## src/rtl/serial_link_flit_tx.sv

```systemverilog
// Transmit-side flit framer: slices each accepted payload into one header flit
// followed by NumFlits data flits, with valid/ready flow control on both sides.
//
//   state  | meaning
//   S_IDLE | no packet held, waiting for a payload
//   S_HDR  | presenting the header flit (sequence number, flit count)
//   S_DATA | presenting data flit r_idx of the captured payload
module serial_link_flit_tx #(
  parameter int PayloadWidth = 80,
  parameter int FlitWidth    = 32
) (
  input  logic                    clk_i,
  input  logic                    rst_ni,
  input  logic                    payload_valid_i,
  output logic                    payload_ready_o,
  input  logic [PayloadWidth-1:0] payload_data_i,
  output logic                    flit_valid_o,
  input  logic                    flit_ready_i,
  output logic [FlitWidth-1:0]    flit_data_o,
  output logic                    flit_first_o,
  output logic                    flit_last_o,
  output logic [7:0]              pkt_cnt_o
);

  localparam int NumFlits = (PayloadWidth + FlitWidth - 1) / FlitWidth;
  localparam int PadWidth = NumFlits * FlitWidth;
  localparam logic [7:0] LastIdx = 8'(NumFlits - 1);

  if (NumFlits > 255 || FlitWidth < 16 || PayloadWidth < 1) begin : g_param_err
    $error("serial_link_flit_tx: illegal PayloadWidth/FlitWidth combination");
  end

  typedef enum logic [1:0] {S_IDLE, S_HDR, S_DATA} state_t;

  state_t                  r_state;
  state_t                  w_state_nxt;
  logic [PayloadWidth-1:0] r_pld;
  logic [7:0]              r_seq;
  logic [7:0]              r_idx;

  logic                    w_capture;
  logic                    w_seq_inc;
  logic                    w_idx_inc;
  logic                    w_idx_clr;
  logic                    w_pld_rdy;
  logic                    w_is_last;
  logic [PadWidth-1:0]     w_pld_pad;
  logic [FlitWidth-1:0]    w_data_flit;
  logic [FlitWidth-1:0]    w_hdr_flit;

  // Zero-extension supplies the padding bits of the final data flit.
  assign w_pld_pad = PadWidth'(r_pld);
  assign w_is_last = (r_idx == LastIdx);

  always_comb begin
    w_data_flit = '0;
    for (int k = 0; k < NumFlits; k++) begin
      if (r_idx == 8'(k)) w_data_flit = w_pld_pad[k*FlitWidth +: FlitWidth];
    end
  end

  always_comb begin
    w_hdr_flit        = '0;
    w_hdr_flit[7:0]   = r_seq;
    w_hdr_flit[15:8]  = 8'(NumFlits);
  end

  always_comb begin
    w_state_nxt  = r_state;
    flit_valid_o = 1'b0;
    flit_data_o  = '0;
    flit_first_o = 1'b0;
    flit_last_o  = 1'b0;
    w_pld_rdy    = 1'b0;
    w_capture    = 1'b0;
    w_seq_inc    = 1'b0;
    w_idx_inc    = 1'b0;
    w_idx_clr    = 1'b0;
    case (r_state)
      S_IDLE: begin
        w_pld_rdy = 1'b1;
        if (payload_valid_i) begin
          w_capture   = 1'b1;
          w_state_nxt = S_HDR;
        end
      end
      S_HDR: begin
        flit_valid_o = 1'b1;
        flit_data_o  = w_hdr_flit;
        flit_first_o = 1'b1;
        if (flit_ready_i) begin
          w_seq_inc   = 1'b1;
          w_idx_clr   = 1'b1;
          w_state_nxt = S_DATA;
        end
      end
      S_DATA: begin
        flit_valid_o = 1'b1;
        flit_data_o  = w_data_flit;
        flit_last_o  = w_is_last;
        // Accepting the next payload on the last-flit handshake avoids a bubble.
        w_pld_rdy    = w_is_last & flit_ready_i;
        if (flit_ready_i) begin
          if (w_is_last) begin
            w_idx_clr = 1'b1;
            if (payload_valid_i) begin
              w_capture   = 1'b1;
              w_state_nxt = S_HDR;
            end else begin
              w_state_nxt = S_IDLE;
            end
          end else begin
            w_idx_inc = 1'b1;
          end
        end
      end
      default: w_state_nxt = S_IDLE;
    endcase
  end

  assign payload_ready_o = w_pld_rdy & rst_ni;
  assign pkt_cnt_o       = r_seq;

  always_ff @(posedge clk_i or negedge rst_ni) begin
    if (!rst_ni) begin
      r_state <= S_IDLE;
      r_pld   <= '0;
      r_seq   <= '0;
      r_idx   <= '0;
    end else begin
      r_state <= w_state_nxt;
      if (w_capture) r_pld <= payload_data_i;
      if (w_seq_inc) r_seq <= r_seq + 8'd1;
      if (w_idx_clr)      r_idx <= '0;
      else if (w_idx_inc) r_idx <= r_idx + 8'd1;
    end
  end

endmodule
```

## config.mk

```make
export PLATFORM = sky130hd
export DESIGN_NAME = serial_link_flit_tx
export DESIGN_NICKNAME = d
export VERILOG_FILES = /design/src/rtl/serial_link_flit_tx.sv
export SDC_FILE = /design/constraint.sdc
export NUM_CORES = 1
export LEC_CHECK = 0
export CAP_MARGIN = 20
export CORE_ASPECT_RATIO = 1.75
export CORE_MARGIN = 2
export CORE_UTILIZATION = 64
export CTS_CLUSTER_SIZE = 28
export DETAILED_ROUTE_END_ITERATION = 6
export DONT_BUFFER_PORTS = 1
export PLACE_DENSITY = 0.8
export SLEW_MARGIN = 30
export SYNTH_ARGS = -nofsm -noshare
export SYNTH_HDL_FRONTEND = slang
export SYNTH_SLANG_ARGS = --single-unit
```

## constraint.sdc

```tcl
create_clock -name clk_i -period 3.5 [get_ports clk_i]
set_input_delay 0.875 -clock clk_i [delete_from_list [all_inputs] [get_ports clk_i]]
set_output_delay 0.875 -clock clk_i [all_outputs]
set_load 0.005 [all_outputs]
```

==> impl_summary.log, run 1 <==
INFO  metric critical_path.max_fanout = 14
INFO  metric setup_repair_after_global_routing_missed_its_margin = false
INFO  metric startpoint_type = flop
INFO  metric vias = 3078
INFO  metric drt-pass1-iter-count = 4
INFO  metric power_density_of_the_placed_cells = 914.7 nW/um^2
INFO  metric worst_slew_margin_rel = about 60%
INFO  metric final-hold-violation-count = 0
INFO  metric finalClockSkew = about 0.0095 ns
INFO  metric hold_buffers = 0
INFO  metric tns_setup = 0 ns
INFO  metric synth_enable_flop_cells = 0
INFO  metric switching_share = 32.45%
INFO  metric postRouteWirelength = 10630 um
INFO  metric timing.critical_path.to_type = primary output
INFO  metric setup_viol = 0
INFO  metric clock_tree.htree_level_count = 3
INFO  metric die_y = 121.1 um
INFO  metric min-delay-path-class = input port to async pin
INFO  metric max_freq = 311.1 MHz
INFO  metric grt_first_pass_wirelength = roughly 17000 um
INFO  metric synth_area = 5016 sq um
INFO  metric final_min_period_over_clock_period = 91.84%
INFO  metric routed_wire_length_per_instance = roughly 23 um
INFO  metric critical-path-max-stage-delay = around 0.48 ns
INFO  metric gr-total-overflow = 0
INFO  metric floorplan.die.width = 70.92 um
INFO  metric cell_at_the_root_of_the_clock_tree = sky130_fd_sc_hd__clkbuf_16
INFO  metric core_region_area = 7567 sq um
INFO  metric yosys_most_used_dff = sky130_fd_sc_hd__dfrtp_1
INFO  metric worstReg2RegStart = r_state[0]
INFO  metric number_of_pins_exceeding_their_max_slew_limit_in_the_final_report = 0
INFO  metric r2r_cells = 6
INFO  metric floorplan.initialDensity = 66.29%
INFO  metric power_switching = approximately 1.6 mW
INFO  metric rows = 42
INFO  metric cts_resized = 0
INFO  metric clkTransAtPathRegs = 0.07 ns
INFO  metric cp.arrival = about 2.3 ns
INFO  metric worst-slew-pin-transition = 0.5753 ns
INFO  metric cts_setup_buffers = 0
INFO  metric cp_cell_sequence = nor4_4 > and4_1 > and2_1 > buf_4 > a221o_1
INFO  metric timing.hold.ws = 0.2216 ns
INFO  metric ios = 128
INFO  metric status = complete, no violations
INFO  metric vias_in_the_first_global_route = 3207
INFO  metric dpl.hpwl = 7450 um
INFO  metric post-place-cells = 451
INFO  metric sinks_on_the_clock_net = 98
INFO  metric combPwrFrac = 38.7%
INFO  metric cp.buffers_inverters = 1
INFO  metric share_of_total_power_in_the_clock_network = between 10% and 20%
INFO  metric numCtsBuffers = 9
INFO  metric critical_path.slowest_cell = sky130_fd_sc_hd__nor4_4
INFO  metric maximum_number_of_pins_on_one_net_before_global_route_repair = 100
INFO  metric nNetsFinal = 468
INFO  metric layout_min_cycle_time = ~3.2 ns
INFO  metric power.ir.vdd_worst = between 0.0007 and 0.0008 V
INFO  metric die-area = between 8000 and 9000 sq um
INFO  metric worstSkewPairLatency = 0.34 ns
INFO  metric num_antenna_cells = 0
INFO  metric number_of_synthesized_register_bits = between 90 and 100
INFO  metric synthesis.nets = 476
INFO  metric seq_area_frac_synth = 48.89%
INFO  metric post_route_antenna_net_violation_count = 0
INFO  metric critical-path-top-delay-family = simple AND/OR/NAND/NOR gates
INFO  metric p_seq_share = 42.4%
INFO  metric placement.io_buffers = 0
INFO  metric tritoncts = built
INFO  metric r2r_setup_slack = approximately 1.2 ns
INFO  metric synth_area_per_cell = 13.13 sq um
INFO  metric leakage_component_of_the_power = 2.543 nW
INFO  metric detail_route.iter0.violations = 273
INFO  metric internal_power = 3.279 mW
INFO  metric gp_routability_congestion = 0.8906
INFO  metric critPathRequiredTime = around 2.6 ns
INFO  metric drc = 0
INFO  metric yosysUniqueCellTypes = 43
INFO  metric vias_per_cell = 6.591
INFO  metric clockBufferDepth = 2
INFO  metric maxCapViolCount = 0
INFO  metric timing.setup.critical_path_class = flop to primary output
INFO  metric layout_overhead_on_the_synthesized_area = 5.812%
INFO  metric async_reset_ff_share = 100.0%
INFO  metric yosysWarningCount = 0
INFO  metric instances_no_fill = 467
INFO  metric grt_util_all_layers = 25.75%
INFO  metric crit_path_start = r_idx[5]
INFO  metric timing.rr.end = r_pld[66]
INFO  metric syn_inst = 382
INFO  metric fillers = ~530
INFO  metric antenna_found_initial = 0
INFO  metric fraction_of_layout_instances_using_a_drive_strength_above_1 = 28.76%
[power groups by stage]
stage,logic [mW],clock network [mW],registers [mW]
final,1.88,0.918,2.06
after global routing,2.03,0.987,2.12
after CTS,1.89,0.934,2.05
after detailed placement,1.87,0,2.06
after global placement,1.81,0,2.04
after floorplan,1.66,0,1.93
[cell families after synthesis]
kind of cell               after synthesis  synth area share (%)
DFF                                     98                 48.89
and+or+nand+nor                         86                 8.606
muxes                                   82                 24.40
AOI/OAI and AO/OA                       62                 9.753
buffers and inverters                   32                 3.766
xor gates and xnor gates                12                 2.095
adders and majority gates               10                 2.494
[per-layer routing]
metal	vias to the layer above	track usage, %	routed length (um)
li1	1357	-	-
met1	1577	32.54	4219
met2	128	42.70	5619
met3	16	4.983	533
met4	0	11.44	255
met5	-	0	0
[layout make-up]
type / count / area [sq um] / share of cell area, %
multi-input cells: 252 / 2377 / 44.79
clock buffers: 11 / 242.7 / 4.573
well taps: 88 / 110.1 / 2.075
inverters: 6 / 22.52 / 0.4243
flip-flops and latches: 98 / 2452 / 46.20
clock inverters: 5 / 37.54 / 0.7072
repair buffers: 7 / 65.06 / 1.226
[per-stage QoR]
stage / total power [mW] / setup slack, ns / util, % / cell area, sq um
6_report: 4.855 / 0.2854 / 70.14 / 5308
5_1_grt: 5.141 / 0.1214 / 70.14 / 5308
4_1_cts: 4.871 / 0.2907 / 70.14 / 5308
3_5_place_dp: 3.930 / 0.6678 / 66.44 / 5027
3_3_place_gp: 3.850 / 0.7178 / 66.44 / 5027
2_1_floorplan: 3.593 / 0.7112 / - / 5016
[sequential cells by signal (all words and copies together) (netlist names)]
| signal | count |
|---|---|
| r_state | 2 |
| r_pld | 80 |
| r_idx | 8 |
| pkt_cnt_o | 8 |
[synth_stat cells, types with 4 or more instances]
master | number | area (sq um)
sky130_fd_sc_hd__ha_1 | 10 | 125.1
sky130_fd_sc_hd__o21ai_0 | 7 | 35.03
sky130_fd_sc_hd__o2bb2ai_1 | 4 | 35.03
sky130_fd_sc_hd__inv_1 | 6 | 22.52
sky130_fd_sc_hd__buf_6 | 8 | 90.09
sky130_fd_sc_hd__clkbuf_1 | 12 | 45.04
sky130_fd_sc_hd__a221o_1 | 8 | 80.08
sky130_fd_sc_hd__nor2_1 | 29 | 108.9
sky130_fd_sc_hd__and3_1 | 8 | 50.05
sky130_fd_sc_hd__and2_1 | 4 | 25.02
sky130_fd_sc_hd__nand2_1 | 19 | 71.32
sky130_fd_sc_hd__nand4_1 | 5 | 31.28
sky130_fd_sc_hd__a21oi_1 | 4 | 20.02
sky130_fd_sc_hd__nand3_1 | 9 | 45.04
sky130_fd_sc_hd__a22o_1 | 7 | 61.31
sky130_fd_sc_hd__dfrtp_1 | 98 | 2452
sky130_fd_sc_hd__xor2_1 | 6 | 52.55
sky130_fd_sc_hd__xnor2_1 | 6 | 52.55
sky130_fd_sc_hd__mux2_4 | 80 | 1201
sky130_fd_sc_hd__a22oi_1 | 21 | 157.7
[cell usage in the layout (no fill, tap or decap), drive strengths merged, types with 2 or more instances in the layout]
| cell type | synthesis | routed |
|---|---|---|
| a22oi | 21 | 21 |
| nand4 | 5 | 5 |
| clkinvlp | 0 | 2 |
| clkbuf | 13 | 11 |
| nand2 | 19 | 19 |
| dfrtp | 98 | 98 |
| buf | 13 | 7 |
| and3 | 8 | 8 |
| a221o | 8 | 8 |
| or3 | 2 | 2 |
| o21ai | 7 | 7 |
| and2 | 4 | 4 |
| clkinv | 0 | 2 |
| nor2 | 29 | 29 |
| a21oi | 4 | 4 |
| a21o | 3 | 3 |
| xor2 | 6 | 6 |
| a22o | 7 | 7 |
| o2bb2ai | 4 | 4 |
| nor2b | 2 | 2 |
| xnor2 | 6 | 6 |
| inv | 6 | 7 |
| nand3 | 9 | 9 |
| a31oi | 3 | 3 |
| mux2 | 82 | 82 |
| nor4 | 2 | 2 |
| ha | 10 | 10 |
[worst max-delay path by stage]
stage                       to  slack [ns]  depth (start not counted)
2_1_floorplan   flit_data_o[4]        0.71                          9
3_3_place_gp    flit_data_o[9]        0.72                          7
3_5_place_dp   flit_data_o[13]        0.67                          5
4_1_cts        flit_data_o[13]        0.29                          5
5_1_grt         flit_data_o[2]        0.12                          5
6_report        flit_data_o[0]        0.29                          5
Power figures use the tool's default switching activity.
==> inputs of run 2 (changes only) <==
- CELL_PAD_IN_SITES_DETAIL_PLACEMENT: unset -> 1
- CELL_PAD_IN_SITES_GLOBAL_PLACEMENT: unset -> 1
- CORE_UTILIZATION: 64 -> 51
- PLACE_DENSITY: 0.8 -> unset
- PLACE_DENSITY_LB_ADDON: unset -> 0.1
==> run 2 against run 1 <==
Worst setup slack worse by 0.033 ns. Combinational power is 3% higher. Die area is 24% higher. Power is 1.9% higher. Final cell count is 8.1% higher. Highest routed layer unchanged. Core utilization is 13 points lower. Largest power group unchanged. Final area is 1.9% higher. Via count is 2.5% lower. Global-route usage is 3.2 points lower. Non-clock buffer count is 4 higher. Sequential power hardly changed.
==> impl_summary.log, run 2 (same netlist as run 1, synthesis figures left out) <==
INFO  metric power_density_of_the_placed_cells = 914.5 nW/um^2 (about the same)
INFO  metric cts_setup_buffers = 0 (unchanged)
INFO  metric tritoncts = built
INFO  metric grt_util_all_layers = 22.54% (-3.2 points)
INFO  metric grt_first_pass_wirelength = 18200 um (+8.2%)
INFO  metric hold_buffers = 0 (unchanged)
INFO  metric vias_in_the_first_global_route = 3313 (+3.3%)
INFO  metric cp.arrival = 2.37 ns (+0.03 ns)
INFO  metric final-hold-violation-count = 0 (unchanged)
INFO  metric num_antenna_cells = 0 (unchanged)
INFO  metric register_with_the_most_flip_flops = r_pld
INFO  metric internal_power = 3.322 mW (+1.3%)
INFO  metric die_y = 135.2 um (+12%)
INFO  metric share_of_total_power_in_the_clock_network = 19.7% (+0.8 points)
INFO  metric antenna_found_initial = 0 (unchanged)
INFO  metric status = complete, no violations
INFO  metric fillers = 964 (+83%)
INFO  metric layout_overhead_on_the_synthesized_area = 7.832%
INFO  metric final_cell_mix = sky130_fd_sc_hd__dfrtp_1 (98), sky130_fd_sc_hd__mux2_4 (80), sky130_fd_sc_hd__nor2_1 (29)
INFO  metric critical_path.max_fanout = 16 (+2)
INFO  metric critPathRequiredTime = 2.62 ns (about the same)
INFO  metric timing.setup.critical_path_class = flop to primary output
INFO  metric regArea = 2452 sq um (unchanged)
INFO  metric drt-pass1-iter-count = 4 (unchanged)
INFO  metric crit_path_start = r_idx[0]
INFO  metric cp.buffers_inverters = 2 (+1)
INFO  metric nNetsFinal = 472 (+0.85%)
INFO  metric die-area = 10680 sq um (+24%)
INFO  metric power_switching = 1.624 mW (+3.1%)
INFO  metric setup_viol = 0 (unchanged)
INFO  metric number_of_pins_exceeding_their_max_slew_limit_in_the_final_report = 0 (unchanged)
INFO  metric postRouteWirelength = 11620 um (+9.4%)
INFO  metric fin_util = 56.78% (-13 points)
INFO  metric cp_cell_sequence = inv_1 > ha_1 > nor2b_2 > buf_4 > a22oi_1 > o2bb2ai_1
INFO  metric timing.critical_path.to_type = primary output
INFO  metric drc = 0 (unchanged)
INFO  metric combPwrFrac = 38.9% (+0.2 points)
INFO  metric dpl.hpwl = 8126 um (+9.1%)
INFO  metric sinks_on_the_clock_net = 98 (unchanged)
INFO  metric power.ir.vdd_worst = 0.0005156 V (-33%)
INFO  metric startpoint_type = flop
INFO  metric floorplan.initialDensity = 52.65% (-14 points)
INFO  metric min-delay-path-class = input port to async pin
INFO  metric timing.rr.end = r_pld[22]
INFO  metric capture_point_of_the_critical_path = flit_data_o[14]
INFO  metric r2r_setup_slack = 0.91 ns (-0.24 ns)
INFO  metric fraction_of_layout_instances_using_a_drive_strength_above_1 = 29.77% (+1.0 points)
INFO  metric cts_resized = 0 (unchanged)
INFO  metric cell_at_the_root_of_the_clock_tree = sky130_fd_sc_hd__clkbuf_16
INFO  metric floorplan.die.width = 78.97 um (+11%)
INFO  metric worstSetupPathDepth = 6 (+1)
INFO  metric numCtsBuffers = 9 (unchanged)
INFO  metric finalClockSkew = 0.009687 ns (+0.0002001 ns)
INFO  metric vias = 3002 (-2.5%)
INFO  metric final_min_period_over_clock_period = 92.78% (+0.93 points)
INFO  metric largest_register_ff_count = 80 (unchanged)
INFO  metric area_of_combinational_cells_with_multiple_inputs = 2377 sq um (unchanged)
INFO  metric clkTransAtPathRegs = 0.08 ns (about the same)
INFO  metric leakage_component_of_the_power = 2.582 nW (+1.5%)
INFO  metric r2r_cells = 7 (+1)
INFO  metric gp_routability_congestion = 0.8154 (-8.4%)
INFO  metric max_freq = 308.0 MHz (-1.0%)
INFO  metric rows = 47 (+12%)
INFO  metric maximum_number_of_pins_on_one_net_before_global_route_repair = 100 (unchanged)
INFO  metric detail_route.iter0.violations = 106 (-61%)
INFO  metric vias_per_cell = 5.945 (-9.8%)
INFO  metric critical-path-top-delay-family = simple AND/OR/NAND/NOR gates
INFO  metric worst_slew_margin_rel = 63.61% (+2.0 points)
INFO  metric switching_share = 32.84% (+0.39 points)
INFO  metric worst-slew-pin-transition = 0.5455 ns (-0.02981 ns)
INFO  metric worstReg2RegStart = r_idx[0]
INFO  metric critical-path-max-stage-delay = 0.49 ns (about the same)
INFO  metric setup_repair_after_global_routing_missed_its_margin = false
INFO  metric layout_min_cycle_time = 3.247 ns (+0.03268 ns)
INFO  metric placement.io_buffers = 0 (unchanged)
INFO  metric routed_wire_length_per_instance = 23.01 um (+1.1%)
INFO  metric ios = 128 (unchanged)
INFO  metric clockBufferDepth = 2 (unchanged)
INFO  metric maxCapViolCount = 0 (unchanged)
INFO  metric gr-total-overflow = 0 (unchanged)
INFO  metric worstSkewPairLatency = 0.35 ns (about the same)
INFO  metric p_seq_share = 41.3% (-1.1 points)
INFO  metric tns_setup = 0 ns (unchanged)
INFO  metric post_route_antenna_net_violation_count = 0 (unchanged)
INFO  metric core_region_area = 9527 sq um (+26%)
INFO  metric clock_tree.htree_level_count = 3 (unchanged)
INFO  metric critical_path.slowest_cell = sky130_fd_sc_hd__nor2b_2
INFO  metric layout_commonest_cell = sky130_fd_sc_hd__dfrtp_1
run 2: changes by cell type in the layout (fill, tap and decap cells not counted):
cell                         previous run  this run
sky130_fd_sc_hd__buf_12                 1         2
sky130_fd_sc_hd__buf_4                  6         9
sky130_fd_sc_hd__clkbuf_1               1         0
sky130_fd_sc_hd__clkinv_2               1         0
sky130_fd_sc_hd__clkinv_4               1         3
sky130_fd_sc_hd__clkinvlp_4             2         0
sky130_fd_sc_hd__inv_8                  0         2
run 2: power by group through the flow:
stage	logic (mW)	registers [mW]	clock network [mW]
floorplan	1.66	1.93	0
global placement	1.88	2.03	0
detailed placement	1.93	2.05	0
CTS	1.95	2.04	1.01
global route	2.10	2.11	1.04
finish	1.93	2.04	0.976
run 2: worst min-delay path by stage:
stage                          from   endpoint  slack [ns]  cells after the start
after floorplan            r_pld[8]   r_pld[8]        0.47                      1
after global placement    r_pld[56]  r_pld[56]        0.49                      1
after detailed placement  r_pld[21]  r_pld[21]        0.49                      1
after CTS                    rst_ni  r_pld[62]        0.20                      0
after global routing         rst_ni  r_pld[62]        0.19                      0
final                        rst_ni  r_pld[62]        0.21                      0
run 2: through the flow:
stage | setup WS, ns | cells | hold slack [ns] | total power, mW | instance area [sq um]
floorplan | 0.7112 | 382 | 0.4734 | 3.593 | 5016
detailed placement | 0.5782 | 489 | 0.4949 | 3.979 | 5112
finish | 0.2528 | 505 | 0.2117 | 4.946 | 5409
CTS | 0.2123 | 505 | 0.1983 | 5.001 | 5409
global route | 0.02559 | 505 | 0.1946 | 5.244 | 5409
global placement | 0.7150 | 489 | 0.4913 | 3.907 | 5112
run 2: layer usage:
metal	up-vias	track usage (%)	part of all wire (%)
met5	-	0	0
met4	0	7.471	2.0
met3	10	6.400	5.5
met2	87	39.22	53
met1	1541	26.55	39
li1	1364	-	-
run 2: area by class of cell:
type	instances	share of cell area [%]
Tap cell	122	2.822
Sequential cell	98	45.34
Inverter	6	0.4164
Clock buffer	10	4.418
Multi-Input combinational cell	252	43.95
Clock inverter	6	1.064
Timing Repair Buffer	11	1.989
==> inputs of run 3 (changes only) <==
- TNS_END_PERCENT: unset -> 1
==> results of run 3 <==
Final layout, timing and power as in run 2 (identical DEF).
